## config.mk

```make
export PLATFORM = sky130hd
export DESIGN_NAME = regfile_param
export DESIGN_NICKNAME = d
export VERILOG_FILES = /design/src/rtl/regfile_pkg.sv /design/src/rtl/regfile_clr_seq.sv /design/src/rtl/regfile_param.sv
export SDC_FILE = /design/constraint.sdc
export NUM_CORES = 1
export LEC_CHECK = 0
export ABC_AREA = 0
export BUFFER_PORTS_ARGS = -buffer_cell sky130_fd_sc_hd__buf_2
export CORE_MARGIN = 4
export CORE_UTILIZATION = 25
export CTS_CLUSTER_SIZE = 40
export DETAILED_ROUTE_END_ITERATION = 10
export SLEW_MARGIN = 20
export SYNTH_ARGS = -nofsm -noshare
export SYNTH_HDL_FRONTEND = slang
export SYNTH_SLANG_ARGS = --single-unit
```

## constraint.sdc

```tcl
create_clock -name clk -period 2.2 [get_ports clk]
set_input_delay 0.44 -clock clk [delete_from_list [all_inputs] [get_ports clk]]
set_output_delay 0.44 -clock clk [all_outputs]
set_load 0.05 [all_outputs]
```

## src/rtl/regfile_pkg.sv

```systemverilog
// -----------------------------------------------------------------------------
// regfile_pkg
// Shared definitions for the parametrised register file.
//   - clr_state_e : state of the sequential clear engine
//   - DEF_DATA_W  : default register width
//   - DEF_NUM_REGS: default register count
// -----------------------------------------------------------------------------
package regfile_pkg;

  typedef enum logic {
    CLR_IDLE   = 1'b0,
    CLR_ACTIVE = 1'b1
  } clr_state_e;

  localparam int DEF_DATA_W   = 16;
  localparam int DEF_NUM_REGS = 4;

endpackage

```

## src/rtl/regfile_clr_seq.sv

```systemverilog
// -----------------------------------------------------------------------------
// regfile_clr_seq
// Sequential clear engine: walks a pointer over every register, one per cycle,
// and tells the array to write zero there.
// Ports:
//   i_clk        clock, rising edge
//   i_rst        synchronous active-high reset (aborts a clear in progress)
//   i_clr_req    level request; sampled only while idle, ignored while clearing
//   o_clr_busy   high exactly while the engine is in CLR_ACTIVE
//   o_clr_we     zero-write strobe for the array
//   o_clr_addr   register being zeroed this cycle
//   o_state      current FSM state (debug visibility)
// -----------------------------------------------------------------------------
module regfile_clr_seq
  import regfile_pkg::*;
#(
  parameter int NUM_REGS = DEF_NUM_REGS,
  localparam int ADDR_W  = $clog2(NUM_REGS)
) (
  input  logic              i_clk,
  input  logic              i_rst,
  input  logic              i_clr_req,
  output logic              o_clr_busy,
  output logic              o_clr_we,
  output logic [ADDR_W-1:0] o_clr_addr,
  output clr_state_e        o_state
);

  localparam logic [ADDR_W-1:0] LAST_ADDR = ADDR_W'(NUM_REGS - 1);

  clr_state_e        r_state;
  clr_state_e        w_state_nxt;
  logic [ADDR_W-1:0] r_ptr;
  logic [ADDR_W-1:0] w_ptr_nxt;

  always_ff @(posedge i_clk) begin
    if (i_rst) begin
      r_state <= CLR_IDLE;
      r_ptr   <= '0;
    end else begin
      r_state <= w_state_nxt;
      r_ptr   <= w_ptr_nxt;
    end
  end

  always_comb begin
    w_state_nxt = r_state;
    w_ptr_nxt   = r_ptr;
    case (r_state)
      CLR_IDLE: begin
        if (i_clr_req) begin
          w_state_nxt = CLR_ACTIVE;
          w_ptr_nxt   = '0;
        end
      end
      CLR_ACTIVE: begin
        // NUM_REGS is a power of two, so the increment wraps back to 0 on the
        // same edge that leaves CLR_ACTIVE.
        w_ptr_nxt = r_ptr + 1'b1;
        if (r_ptr == LAST_ADDR) begin
          w_state_nxt = CLR_IDLE;
        end
      end
      default: begin
        w_state_nxt = CLR_IDLE;
        w_ptr_nxt   = '0;
      end
    endcase
  end

  assign o_clr_busy = (r_state == CLR_ACTIVE);
  assign o_clr_we   = (r_state == CLR_ACTIVE);
  assign o_clr_addr = r_ptr;
  assign o_state    = r_state;

endmodule

```

## src/rtl/regfile_param.sv

```systemverilog
// -----------------------------------------------------------------------------
// regfile_param
// Parametrised register file with optional hardwired-zero r0, optional
// write-to-read bypass, a per-register pending scoreboard and a sequential
// clear engine.
// Ports:
//   clk, rst                     clock / synchronous active-high reset
//   write_enable, rd_addr,       writeback port (accepted only when idle)
//   rd_data
//   rs1_addr/rs1_data,           read ports, combinational, optional bypass
//   rs2_addr/rs2_data
//   rs1_pending, rs2_pending     registered pending bits of the read addresses
//   reserve_en, reserve_addr     mark a register as pending
//   clr_req, clr_busy            start / status of the sequential clear
//   dbg_addr, dbg_data           debug read port, never bypassed
// Interface note: there is no valid/ready handshake here. write_enable and
// reserve_en are single-cycle strobes acted on at the edge when the clear
// engine is idle and dropped otherwise; clr_req is a level request taken only
// while idle; clr_busy reports the clear window.
// -----------------------------------------------------------------------------
module regfile_param
  import regfile_pkg::*;
#(
  parameter int DATA_W   = DEF_DATA_W,
  parameter int NUM_REGS = DEF_NUM_REGS,
  parameter int ZERO_REG = 1,
  parameter int BYPASS   = 1,
  localparam int ADDR_W  = $clog2(NUM_REGS)
) (
  input  logic              clk,
  input  logic              rst,
  input  logic              write_enable,
  input  logic [ADDR_W-1:0] rd_addr,
  input  logic [DATA_W-1:0] rd_data,
  input  logic [ADDR_W-1:0] rs1_addr,
  input  logic [ADDR_W-1:0] rs2_addr,
  output logic [DATA_W-1:0] rs1_data,
  output logic [DATA_W-1:0] rs2_data,
  output logic              rs1_pending,
  output logic              rs2_pending,
  input  logic              reserve_en,
  input  logic [ADDR_W-1:0] reserve_addr,
  input  logic              clr_req,
  output logic              clr_busy,
  input  logic [ADDR_W-1:0] dbg_addr,
  output logic [DATA_W-1:0] dbg_data
);

  logic [DATA_W-1:0] r_regs [NUM_REGS];
  logic [NUM_REGS-1:0] r_pend;

  logic              w_clr_busy;
  logic              w_clr_we;
  logic [ADDR_W-1:0] w_clr_addr;
  clr_state_e        w_clr_state;
  logic              w_idle;
  logic              w_wr_ok;
  logic              w_rsv_ok;
  logic              w_rs1_zero;
  logic              w_rs2_zero;
  logic              w_dbg_zero;

  regfile_clr_seq #(
    .NUM_REGS (NUM_REGS)
  ) u_clr_seq (
    .i_clk      (clk),
    .i_rst      (rst),
    .i_clr_req  (clr_req),
    .o_clr_busy (w_clr_busy),
    .o_clr_we   (w_clr_we),
    .o_clr_addr (w_clr_addr),
    .o_state    (w_clr_state)
  );

  assign w_idle = (w_clr_state == CLR_IDLE);

  // Writes and reservations are only honoured while idle; r0 is excluded when
  // it is hardwired to zero.
  assign w_wr_ok  = write_enable && w_idle && !((ZERO_REG != 0) && (rd_addr == '0));
  assign w_rsv_ok = reserve_en && w_idle && !((ZERO_REG != 0) && (reserve_addr == '0));

  always_ff @(posedge clk) begin
    if (rst) begin
      for (int i = 0; i < NUM_REGS; i++) begin
        r_regs[i] <= '0;
      end
      r_pend <= '0;
    end else if (w_clr_we) begin
      r_regs[w_clr_addr] <= '0;
      r_pend[w_clr_addr] <= 1'b0;
    end else begin
      if (w_wr_ok) begin
        r_regs[rd_addr] <= rd_data;
        r_pend[rd_addr] <= 1'b0;
      end
      // Placed after the write so a same-cycle reserve of the same register
      // leaves the bit set.
      if (w_rsv_ok) begin
        r_pend[reserve_addr] <= 1'b1;
      end
    end
  end

  assign w_rs1_zero = (ZERO_REG != 0) && (rs1_addr == '0);
  assign w_rs2_zero = (ZERO_REG != 0) && (rs2_addr == '0);
  assign w_dbg_zero = (ZERO_REG != 0) && (dbg_addr == '0);

  always_comb begin
    rs1_data = r_regs[rs1_addr];
    if (w_rs1_zero) begin
      rs1_data = '0;
    end else if ((BYPASS != 0) && w_wr_ok && (rd_addr == rs1_addr)) begin
      rs1_data = rd_data;
    end
  end

  always_comb begin
    rs2_data = r_regs[rs2_addr];
    if (w_rs2_zero) begin
      rs2_data = '0;
    end else if ((BYPASS != 0) && w_wr_ok && (rd_addr == rs2_addr)) begin
      rs2_data = rd_data;
    end
  end

  assign dbg_data    = w_dbg_zero ? '0 : r_regs[dbg_addr];
  assign rs1_pending = r_pend[rs1_addr];
  assign rs2_pending = r_pend[rs2_addr];
  assign clr_busy    = w_clr_busy;

endmodule

```

==> results.json, run 1 <==
{
  "status": "complete, but fails checks",
  "violations": "setup timing",
  "layout_setup_ws_ns": -0.135,
  "synth_seq_cells": 71,
  "tightest_slew_ns": 0.721,
  "syn_inst": 356,
  "end_kind": "output pin",
  "relSlewSlack_pct": 51.8,
  "die_area_um2": 20000,
  "wire_per_inst_um": 20.1,
  "cts.hold.buffers_added": 0,
  "vias_per_cell": 4.82,
  "grt_pass1_vias": 3677,
  "ant_nets": 0,
  "finalSetupViolCount": 32,
  "ff_latch_area_um2": 2070,
  "final.period_utilization_pct": 106,
  "drv_slew": 0,
  "finalClockSkew_ns": 0.00458,
  "first_pass_iters": 4,
  "totalWireLength_um": 14400,
  "antenna_found_initial": 0,
  "power_density_nw_per_um2": 688,
  "drtIter0Drc": 420,
  "rows": 48,
  "start_util_pct": 25.6,
  "cts.reportedPaths.clkPinSlew_ns": 0.06,
  "clk_path_buf_depth": 2,
  "p_comb_share_pct": 30.8,
  "fin_crit_ns": 2.33,
  "cap_violations": 0,
  "port_buffers": 81,
  "cts_buffers": 9,
  "fin_setup_tns_ns": -2.53,
  "synth_cell_type_count": 41,
  "yosysWarnings": 0,
  "power.switching_mw": 1.46,
  "vias": 3442,
  "fillCellCount": 1659,
  "root_buffer": "clkbuf_16",
  "cts_tree": "yes",
  "ir_drop_uv": 386,
  "worstPathArrival_ns": 1.89,
  "synth_seq_area_share_pct": 46.2,
  "p_int_mw": 3.16,
  "seq_power_share_pct": 35.3,
  "synth.cell_area_um2": 4460,
  "htree_num_levels": 3,
  "gp_congestion": 0.783,
  "multi_input_area_um2": 2810,
  "die_y_um": 142,
  "startpoint_type": "input pin",
  "avgSynthCellArea_um2": 12.5,
  "final_cell_area_um2": 6710,
  "fmax_ghz": 0.428,
  "grt_start_max_net_pins": 18,
  "drc": 0,
  "die_x_um": 142,
  "grtUsageTotal_pct": 14.4,
  "core_area_um2": 17400,
  "holdWs_ns": 0.408,
  "post-place-ws_ns": -0.169,
  "holdCritPathClass": "in -> reg",
  "overflow": 0,
  "finalNetCount": 519,
  "p_leak_nw": 2.54,
  "dpl_cell_area_um2": 5810,
  "syn_to_final_growth_pct": 50.5,
  "drive_gt1_share_pct": 54.0,
  "dp_hpwl_um": 9640,
  "path_max_fanout": 5,
  "swShare_pct": 31.6,
  "timing.final.hold_violations": 0,
  "pwr-share-clk_pct": 33.9,
  "rsz0062_at_grt": "true",
  "insertion_delay_ns": 0.33,
  "antenna_cells": 0,
  "required_ns": 1.76,
  "ios": 82,
  "grt_pass1_wl_um": 21600,
  "crit_type": "in -> out",
  "cts_sinks": 71
}
[power by group through the flow]
stage | clock network, mW | logic [mW] | registers (mW)
2_1_floorplan | 0 | 0.862 | 1.64
4_1_cts | 1.57 | 1.38 | 1.63
5_1_grt | 1.64 | 1.49 | 1.64
3_5_place_dp | 0 | 1.22 | 1.66
3_3_place_gp | 0 | 1.21 | 1.65
6_report | 1.57 | 1.42 | 1.63
[what timing repair did]
| item | CTS | global route |
|---|---|---|
| resized for setup | 95 | 27 |
| setup buffers | 9 | 4 |
| cloned | 3 | 0 |
| pin swaps | 11 | 5 |
| setup endpoints to repair | 32 | 32 |
[critical path, stage by stage]
cell and delay, ns:
buf_2 0.15, xor2_2 0.19, o32ai_4 0.39, buf_8 0.23, mux2i_4 0.28, nor2_2 0.06
buf_6 0.15
[synthesized netlist by cell type, drive strengths merged]
cell,number,area share [%]
or2,2,0.28
nand3b,3,0.50
mux2,16,4.0
o21ai,2,0.22
o2bb2ai,1,0.20
xnor2,1,0.20
buf,17,2.1
a32oi,1,0.20
and2b,1,0.17
mux4,34,17
a21o,3,0.50
a22o,16,3.1
and4b,1,0.22
a21oi,22,2.5
o32ai,1,0.62
mux2i,16,3.6
and2,48,6.7
clkbuf,9,0.76
nor3,2,0.34
edfxtp,64,43
nand4bb,3,0.76
nor2b,2,0.28
nand2b,5,0.87
and4bb,1,0.28
dfxtp,7,3.1
inv,3,0.25
nand2,40,3.4
conb,1,0.084
a22oi,1,0.28
nor2,23,1.9
o22a,1,0.20
ha,4,1.1
xor2,1,0.20
a211oi,3,0.62
nand3,1,0.11
[routing by layer]
layer  vias to the layer above  GRT usage [%]  wire length, um
met4                         0           3.79              189
met3                        11           2.60             1180
li1                       1589              -                -
met2                       131           25.6             7410
met1                      1711           17.9             5590
met5                         -              0                0
[sequential cells by signal, summed over array words and instances, names as in the netlist, named ones only]
name / flops
u_clr_seq.o_clr_addr: 2
r_regs: 64
u_clr_seq.o_clr_busy: 1
r_pend: 3
[path summary, 6_finish.rpt]
path	from	end	depth (start not counted)	slack, ns
worst max-delay path	rs1_addr[0]	rs1_data[7]	7	-0.13
worst min-delay path	clr_req	u_clr_seq.o_clr_addr[0]	4	0.41
worst max register to register	u_clr_seq.o_clr_busy	r_regs[1][8]	6	0.35
worst min register to register	register	register	2	0.44
[cell type report]
class / instances / share of cell area, %
inverter: 3 / 0.168
clock buffer: 10 / 3.41
multi-input combinational: 271 / 41.8
tap: 225 / 4.19
timing repair buffer: 128 / 18.2
clock inverter: 6 / 1.38
sequential: 71 / 30.8
[per-stage QoR]
step / instances / power, mW / utilization, %
after floorplan: 371 / 2.50 / -
after global placement: 684 / 2.86 / 33.3
after detailed placement: 684 / 2.87 / 33.4
after CTS: 712 / 4.58 / 37.8
after global routing: 714 / 4.77 / 38.5
final: 714 / 4.62 / 38.5
[kinds of logic after synthesis]
| kind of cell | count (synthesis) | synth area share [%] |
|---|---|---|
| other cells | 1 | 0.0841 |
| flops | 71 | 46.2 |
| buf+inv | 29 | 3.09 |
| simple gates | 132 | 15.8 |
| xor+xnor | 2 | 0.393 |
| compound gates | 51 | 8.44 |
| fa+ha+maj | 4 | 1.12 |
| mux | 66 | 24.8 |
[placed cells by master, fill, tap and decap left out, drive strengths merged, types with 3 or more instances in the layout]
cell type	instances
nand2b	5
nor2	23
ha	4
nand4bb	3
mux4	34
nand2	40
nand3b	3
and2	48
clkbuf	10
a211oi	3
a21o	3
a21oi	22
mux2i	16
mux2	16
a22o	16
dfxtp	7
conb	16
buf	128
inv	4
edfxtp	64
(Power assumes the default switching activity.)
==> inputs of run 2 (changes only) <==
--- a/config.mk
+++ b/config.mk
@@ -5,7 +5,7 @@
 export SDC_FILE = /design/constraint.sdc
 export NUM_CORES = 1
 export LEC_CHECK = 0
-export ABC_AREA = 0
+export ABC_AREA = 1
 export BUFFER_PORTS_ARGS = -buffer_cell sky130_fd_sc_hd__buf_2
 export CORE_MARGIN = 4
 export CORE_UTILIZATION = 25
==> run 2 against run 1 <==
Net effect: the flow still finishes with violations (setup timing); non-clock buffer count is 11 higher; synthesized area grew 14%; clock skew rose by 0.0013 ns; die area is 13% higher.
==> results.json, run 2 <==
{
  "p_leak_nw": 3.33,
  "path_max_fanout": 6,
  "totalWireLength_um": 17900,
  "rsz0062_at_grt": "true",
  "synth_cell_type_count": 31,
  "grt_pass1_vias": 4940,
  "synth.cell_area_um2": 5070,
  "post-place-ws_ns": 0.0235,
  "root_buffer": "clkbuf_16",
  "cts_buffers": 9,
  "synth-async-reset-ratio_pct": 0,
  "ir_drop_uv": 288,
  "avgSynthCellArea_um2": 6.94,
  "worstPathArrival_ns": 1.76,
  "holdWs_ns": 0.325,
  "core_area_um2": 19700,
  "antenna_found_initial": 1,
  "cap_violations": 0,
  "syn_inst": 730,
  "ant_nets": 0,
  "dp_hpwl_um": 12400,
  "final_common_cell": "nand2_1",
  "swShare_pct": 34.8,
  "power.switching_mw": 1.65,
  "pwr-share-clk_pct": 32.6,
  "die_x_um": 150,
  "finalNetCount": 887,
  "vias": 5294,
  "finalSetupViolCount": 2,
  "ys.flop_type": "edfxtp_1",
  "insertion_delay_ns": 0.34,
  "timing.final.hold_violations": 0,
  "start_util_pct": 25.7,
  "die_area_um2": 22600,
  "port_buffers": 81,
  "yosys.area.top_type_share_pct": 37.9,
  "htree_num_levels": 3,
  "wire_per_inst_um": 15.9,
  "drc": 0,
  "overflow": 0,
  "die_y_um": 150,
  "final_cell_area_um2": 7130,
  "synth_most_common_cell": "nand2_1",
  "vias_per_cell": 4.71,
  "synth_top_cell_by_area": "edfxtp_1",
  "holdCritPathClass": "in -> reg",
  "seq_power_share_pct": 34.7,
  "cts_sinks": 71,
  "fin_util_pct": 36.1,
  "fmax_ghz": 0.454,
  "finalClockSkew_ns": 0.00591,
  "layout_common_cells": "226 x nand2_1, 67 x nor2_1, 66 x inv_1",
  "grt_pass1_wl_um": 26800,
  "p_comb_share_pct": 32.8,
  "yosysWarnings": 0,
  "cts_tree": "yes",
  "violations": "setup timing",
  "regMostFlops": "r_regs",
  "status": "complete, but fails checks",
  "required_ns": 1.76,
  "syn_to_final_growth_pct": 40.6,
  "end_kind": "output pin",
  "cts.reportedPaths.clkPinSlew_ns": 0.06,
  "synth_area_leaders": "edfxtp_1 38%, nand2_1 17%, nor2_1 7.3%",
  "rows": 51,
  "grt_start_max_net_pins": 46,
  "p_int_mw": 3.08,
  "startpoint_type": "register",
  "synth-edff-count": 64,
  "synthTopCellsByCount": "234 x nand2_1, 99 x nor2_1, 73 x inv_1",
  "first_pass_iters": 5,
  "largest_register_ffs": 64,
  "layout_setup_ws_ns": -0.00299,
  "ios": 82,
  "grtUsageTotal_pct": 15.5,
  "clk_path_buf_depth": 2,
  "final.period_utilization_pct": 100,
  "crit_type": "reg -> out",
  "drtIter0Drc": 275,
  "dpl_cell_area_um2": 6350,
  "gp_congestion": 0.839,
  "synth_seq_cells": 71,
  "drive_gt1_share_pct": 28.5,
  "drv_slew": 0,
  "synth_seq_area_share_pct": 40.7,
  "fin_crit_ns": 2.20,
  "power_density_nw_per_um2": 664
}
## run 2: cell count changes after synthesis, moves of 10 or more
cell / delta
o21ai_0: +35
inv_1: +70
and2_1: -48
o211ai_1: +27
mux2_2: -16
a21oi_1: +10
mux4_2: -34
clkbuf_1: +10
nand2_1: +194
a22o_1: -16
nand3b_1: +18
nor2_1: +76
mux2i_1: -16
nand3_1: +56
## run 2: final cells by class
| type | instances | area [um^2] |
|---|---|---|
| timing repair buffer | 139 | 1280 |
| antenna | 1 | 2.50 |
| fill | 2010 | 12600 |
| tap | 265 | 332 |
| multi-input combinational | 549 | 2820 |
| sequential | 71 | 2070 |
| inverter | 82 | 314 |
| clock inverter | 7 | 87.6 |
| clock buffer | 9 | 225 |
## run 2: logic make-up after synthesis
group | after synthesis | share of synthesized area [%]
AND/OR/NAND/NOR | 428 | 36.7
buffers and inverters | 125 | 10.0
AO/OA/AOI/OAI | 101 | 11.6
flip-flops | 71 | 40.7
adder cells (fa/ha/maj) | 4 | 0.987
other | 1 | 0.0740
## run 2: path summary, 6_finish.rpt
kind	to	cells past startpoint	slack, ns	start
max	rs1_data[15]	9	-0.003	u_clr_seq.o_clr_busy
min	u_clr_seq.o_clr_addr[0]	2	0.32	clr_req
max reg2reg	r_regs[1][2]	10	0.46	u_clr_seq.o_clr_busy
min reg2reg	register	2	0.48	register
## run 2: routing by layer
| layer | track usage [%] | vias up | routed length (um) |
|---|---|---|---|
| met1 | 19.2 | 2449 | 7470 |
| met4 | 6.59 | 0 | 495 |
| met5 | 0 | - | 0 |
| met3 | 2.65 | 34 | 1130 |
| met2 | 26.5 | 205 | 8820 |
| li1 | - | 2606 | - |
## run 2: metrics by stage
step	power, mW	TNS, ns	cells
2_1_floorplan	2.59	-0.984	745
3_3_place_gp	3.04	0	1098
3_5_place_dp	3.05	0	1098
4_1_cts	4.64	-0.00522	1114
5_1_grt	4.93	-0.679	1123
6_report	4.73	-0.00541	1123
## run 2: worst max-delay path, cell delays in order, from the launching register on
cell       delay (ns)
dfxtp_4          0.35
inv_4            0.06
nand2_4          0.06
nor2_8           0.16
nand3_4          0.16
clkbuf_16        0.21
nand2_4          0.06
nand2_4          0.05
nor2_4           0.14
buf_6            0.17
## run 2: power by group through the flow
| stage | sequential (mW) | clock [mW] | combinational (mW) |
|---|---|---|---|
| 2_1_floorplan | 1.66 | 0 | 0.939 |
| 3_5_place_dp | 1.67 | 0 | 1.38 |
| 3_3_place_gp | 1.67 | 0 | 1.38 |
| 5_1_grt | 1.65 | 1.62 | 1.66 |
| 6_report | 1.64 | 1.54 | 1.55 |
| 4_1_cts | 1.64 | 1.55 | 1.45 |
## run 2: repair_timing
action / CTS / global route
hold buffers: 0 / 0
pin swaps: 0 / 21
gates cloned: 0 / 2
setup endpoints to repair: 31 / 34
gates resized for setup: 42 / 77
setup buffers: 0 / 6
==> inputs of run 3 (changes only) <==
--- a/config.mk
+++ b/config.mk
@@ -7,10 +7,13 @@
 export LEC_CHECK = 0
 export ABC_AREA = 1
 export BUFFER_PORTS_ARGS = -buffer_cell sky130_fd_sc_hd__buf_2
+export CELL_PAD_IN_SITES_DETAIL_PLACEMENT = 0
+export CELL_PAD_IN_SITES_GLOBAL_PLACEMENT = 1
 export CORE_MARGIN = 4
 export CORE_UTILIZATION = 25
 export CTS_CLUSTER_SIZE = 40
 export DETAILED_ROUTE_END_ITERATION = 10
+export PLACE_DENSITY_LB_ADDON = 0.1
 export SLEW_MARGIN = 20
 export SYNTH_ARGS = -nofsm -noshare
 export SYNTH_HDL_FRONTEND = slang
==> run 3 against run 2 <==
Net effect: the run still ends with setup timing left; core utilization shrank 0.55 points; setup slack lost 0.022 ns; via count shrank 2.4%; highest routed layer unchanged; sequential power is essentially flat; clock-buffer cell count grew 1; sequential cell count is the same; fmax shrank 1.0%; hold slack lost 0.018 ns; critical path depth grew 1.
==> results.json, run 3 (synthesized netlist as in run 2, its figures left out) <==
{
  "layout_common_cells": "226 x nand2_1, 67 x nor2_1, 65 x inv_1",
  "seq_power_share_pct": 36.0,
  "syn_to_final_growth_pct": 38.5,
  "holdWs_ns": 0.307,
  "regMostFlops": "r_regs",
  "drc": 0,
  "power_density_nw_per_um2": 652,
  "drtIter0Drc": 259,
  "p_comb_share_pct": 33.4,
  "pwr-share-clk_pct": 30.7,
  "ir_drop_uv": 390,
  "startpoint_type": "register",
  "start_util_pct": 25.7,
  "port_buffers": 81,
  "grtUsageTotal_pct": 17.4,
  "end_kind": "output pin",
  "ios": 82,
  "grt_start_max_net_pins": 41,
  "grt_pass1_vias": 5372,
  "p_int_mw": 2.94,
  "die_x_um": 150,
  "dp_hpwl_um": 13200,
  "worstPathArrival_ns": 1.79,
  "antenna_found_initial": 0,
  "required_ns": 1.76,
  "grt_pass1_wl_um": 29500,
  "gp_congestion": 0.760,
  "vias": 5168,
  "finalNetCount": 880,
  "fin_util_pct": 35.6,
  "fin_crit_ns": 2.23,
  "insertion_delay_ns": 0.34,
  "dp_cells": 1094,
  "die_area_um2": 22600,
  "wire_per_inst_um": 17.4,
  "cap_violations": 0,
  "overflow": 0,
  "ant_nets": 0,
  "cts_tree": "yes",
  "path_max_fanout": 8,
  "totalWireLength_um": 19400,
  "p_leak_nw": 3.28,
  "cts.reportedPaths.clkPinSlew_ns": 0.05,
  "first_pass_iters": 5,
  "drive_gt1_share_pct": 28.1,
  "swShare_pct": 35.7,
  "cts_sinks": 71,
  "vias_per_cell": 4.63,
  "rows": 51,
  "antenna_cells": 0,
  "status": "complete, but fails checks",
  "final.period_utilization_pct": 101,
  "drv_slew": 0,
  "final_common_cell": "nand2_1",
  "fmax_ghz": 0.449,
  "rsz0062_at_grt": "true",
  "die_y_um": 150,
  "core_area_um2": 19700,
  "finalSetupViolCount": 5,
  "holdCritPathClass": "in -> reg",
  "post-place-ws_ns": -0.0684,
  "finalClockSkew_ns": 0.00397,
  "fin_cells": 1115,
  "violations": "setup timing",
  "root_buffer": "clkbuf_16",
  "htree_num_levels": 3,
  "power.switching_mw": 1.64,
  "layout_setup_ws_ns": -0.0253,
  "crit_type": "reg -> out",
  "clk_path_buf_depth": 2,
  "largest_register_ffs": 64,
  "timing.final.hold_violations": 0,
  "cts_buffers": 9
}
-- run 3: cell types whose count changed in the layout (fill, tap and decap cells not counted), sizes merged --
cell      before  now
buf          135  126
bufinv         2    1
clkbuf        13   16
clkinv         4    6
clkinvlp       3    1
diode          1    0
-- run 3: stage by stage --
stage,TNS (ns),instance area (um^2),total power [mW]
floorplan,-0.984,5260,2.59
global placement,-0.449,6340,3.07
detailed placement,-0.403,6340,3.07
CTS,-0.141,6770,4.55
global route,-0.963,7020,4.81
finish,-0.0660,7020,4.58
-- run 3: power by group through the flow --
stage / Sequential, mW / Combinational (mW) / Clock, mW
after floorplan: 1.66 / 0.939 / 0
after global placement: 1.67 / 1.40 / 0
after detailed placement: 1.67 / 1.40 / 0
after CTS: 1.64 / 1.47 / 1.44
after global routing: 1.66 / 1.66 / 1.50
final: 1.65 / 1.53 / 1.40
-- run 3: critical path, stage by stage, from the launching register on --
cell and delay, ns:
dfxtp_2 0.33, inv_4 0.08, nand2_8 0.06, nor2_8 0.16
nand3_4 0.11, buf_12 0.17, buf_12 0.14, nand2_2 0.06
nand2_2 0.05, nor2_2 0.11, buf_6 0.16
-- run 3: area by class of cell --
type / count / area (um^2)
clock buffer: 10 / 229
inverter: 82 / 314
fill: 2097 / 12700
tap: 265 / 332
timing repair buffer: 132 / 1180
clock inverter: 6 / 51.3
sequential: 71 / 2060
multi-input combinational: 549 / 2840
-- run 3: path summary, 6_finish.rpt --
| kind | from | to | slack, ns | depth (start not counted) |
|---|---|---|---|---|
| hold reg to reg | register | register | 0.47 | 2 |
| hold / removal | clr_req | u_clr_seq.o_clr_addr[0] | 0.31 | 2 |
| setup reg to reg | u_clr_seq.o_clr_busy | r_regs[0][12] | 0.43 | 10 |
| setup / recovery | u_clr_seq.o_clr_busy | rs1_data[3] | -0.03 | 10 |
-- run 3: timing repair --
item | 4_1_cts | 5_1_grt
resized for setup | 52 | 68
hold buffers | 0 | 0
buffers inserted | 0 | 4
pin swaps | 4 | 9
endpoints found under the setup margin | 38 | 40
cloned | 0 | 1
-- run 3: routing by layer --
layer	global-route usage (%)	wire length (um)
met1	22.0	8550
met2	30.3	9600
met3	2.26	829
met4	6.45	387
met5	0	0
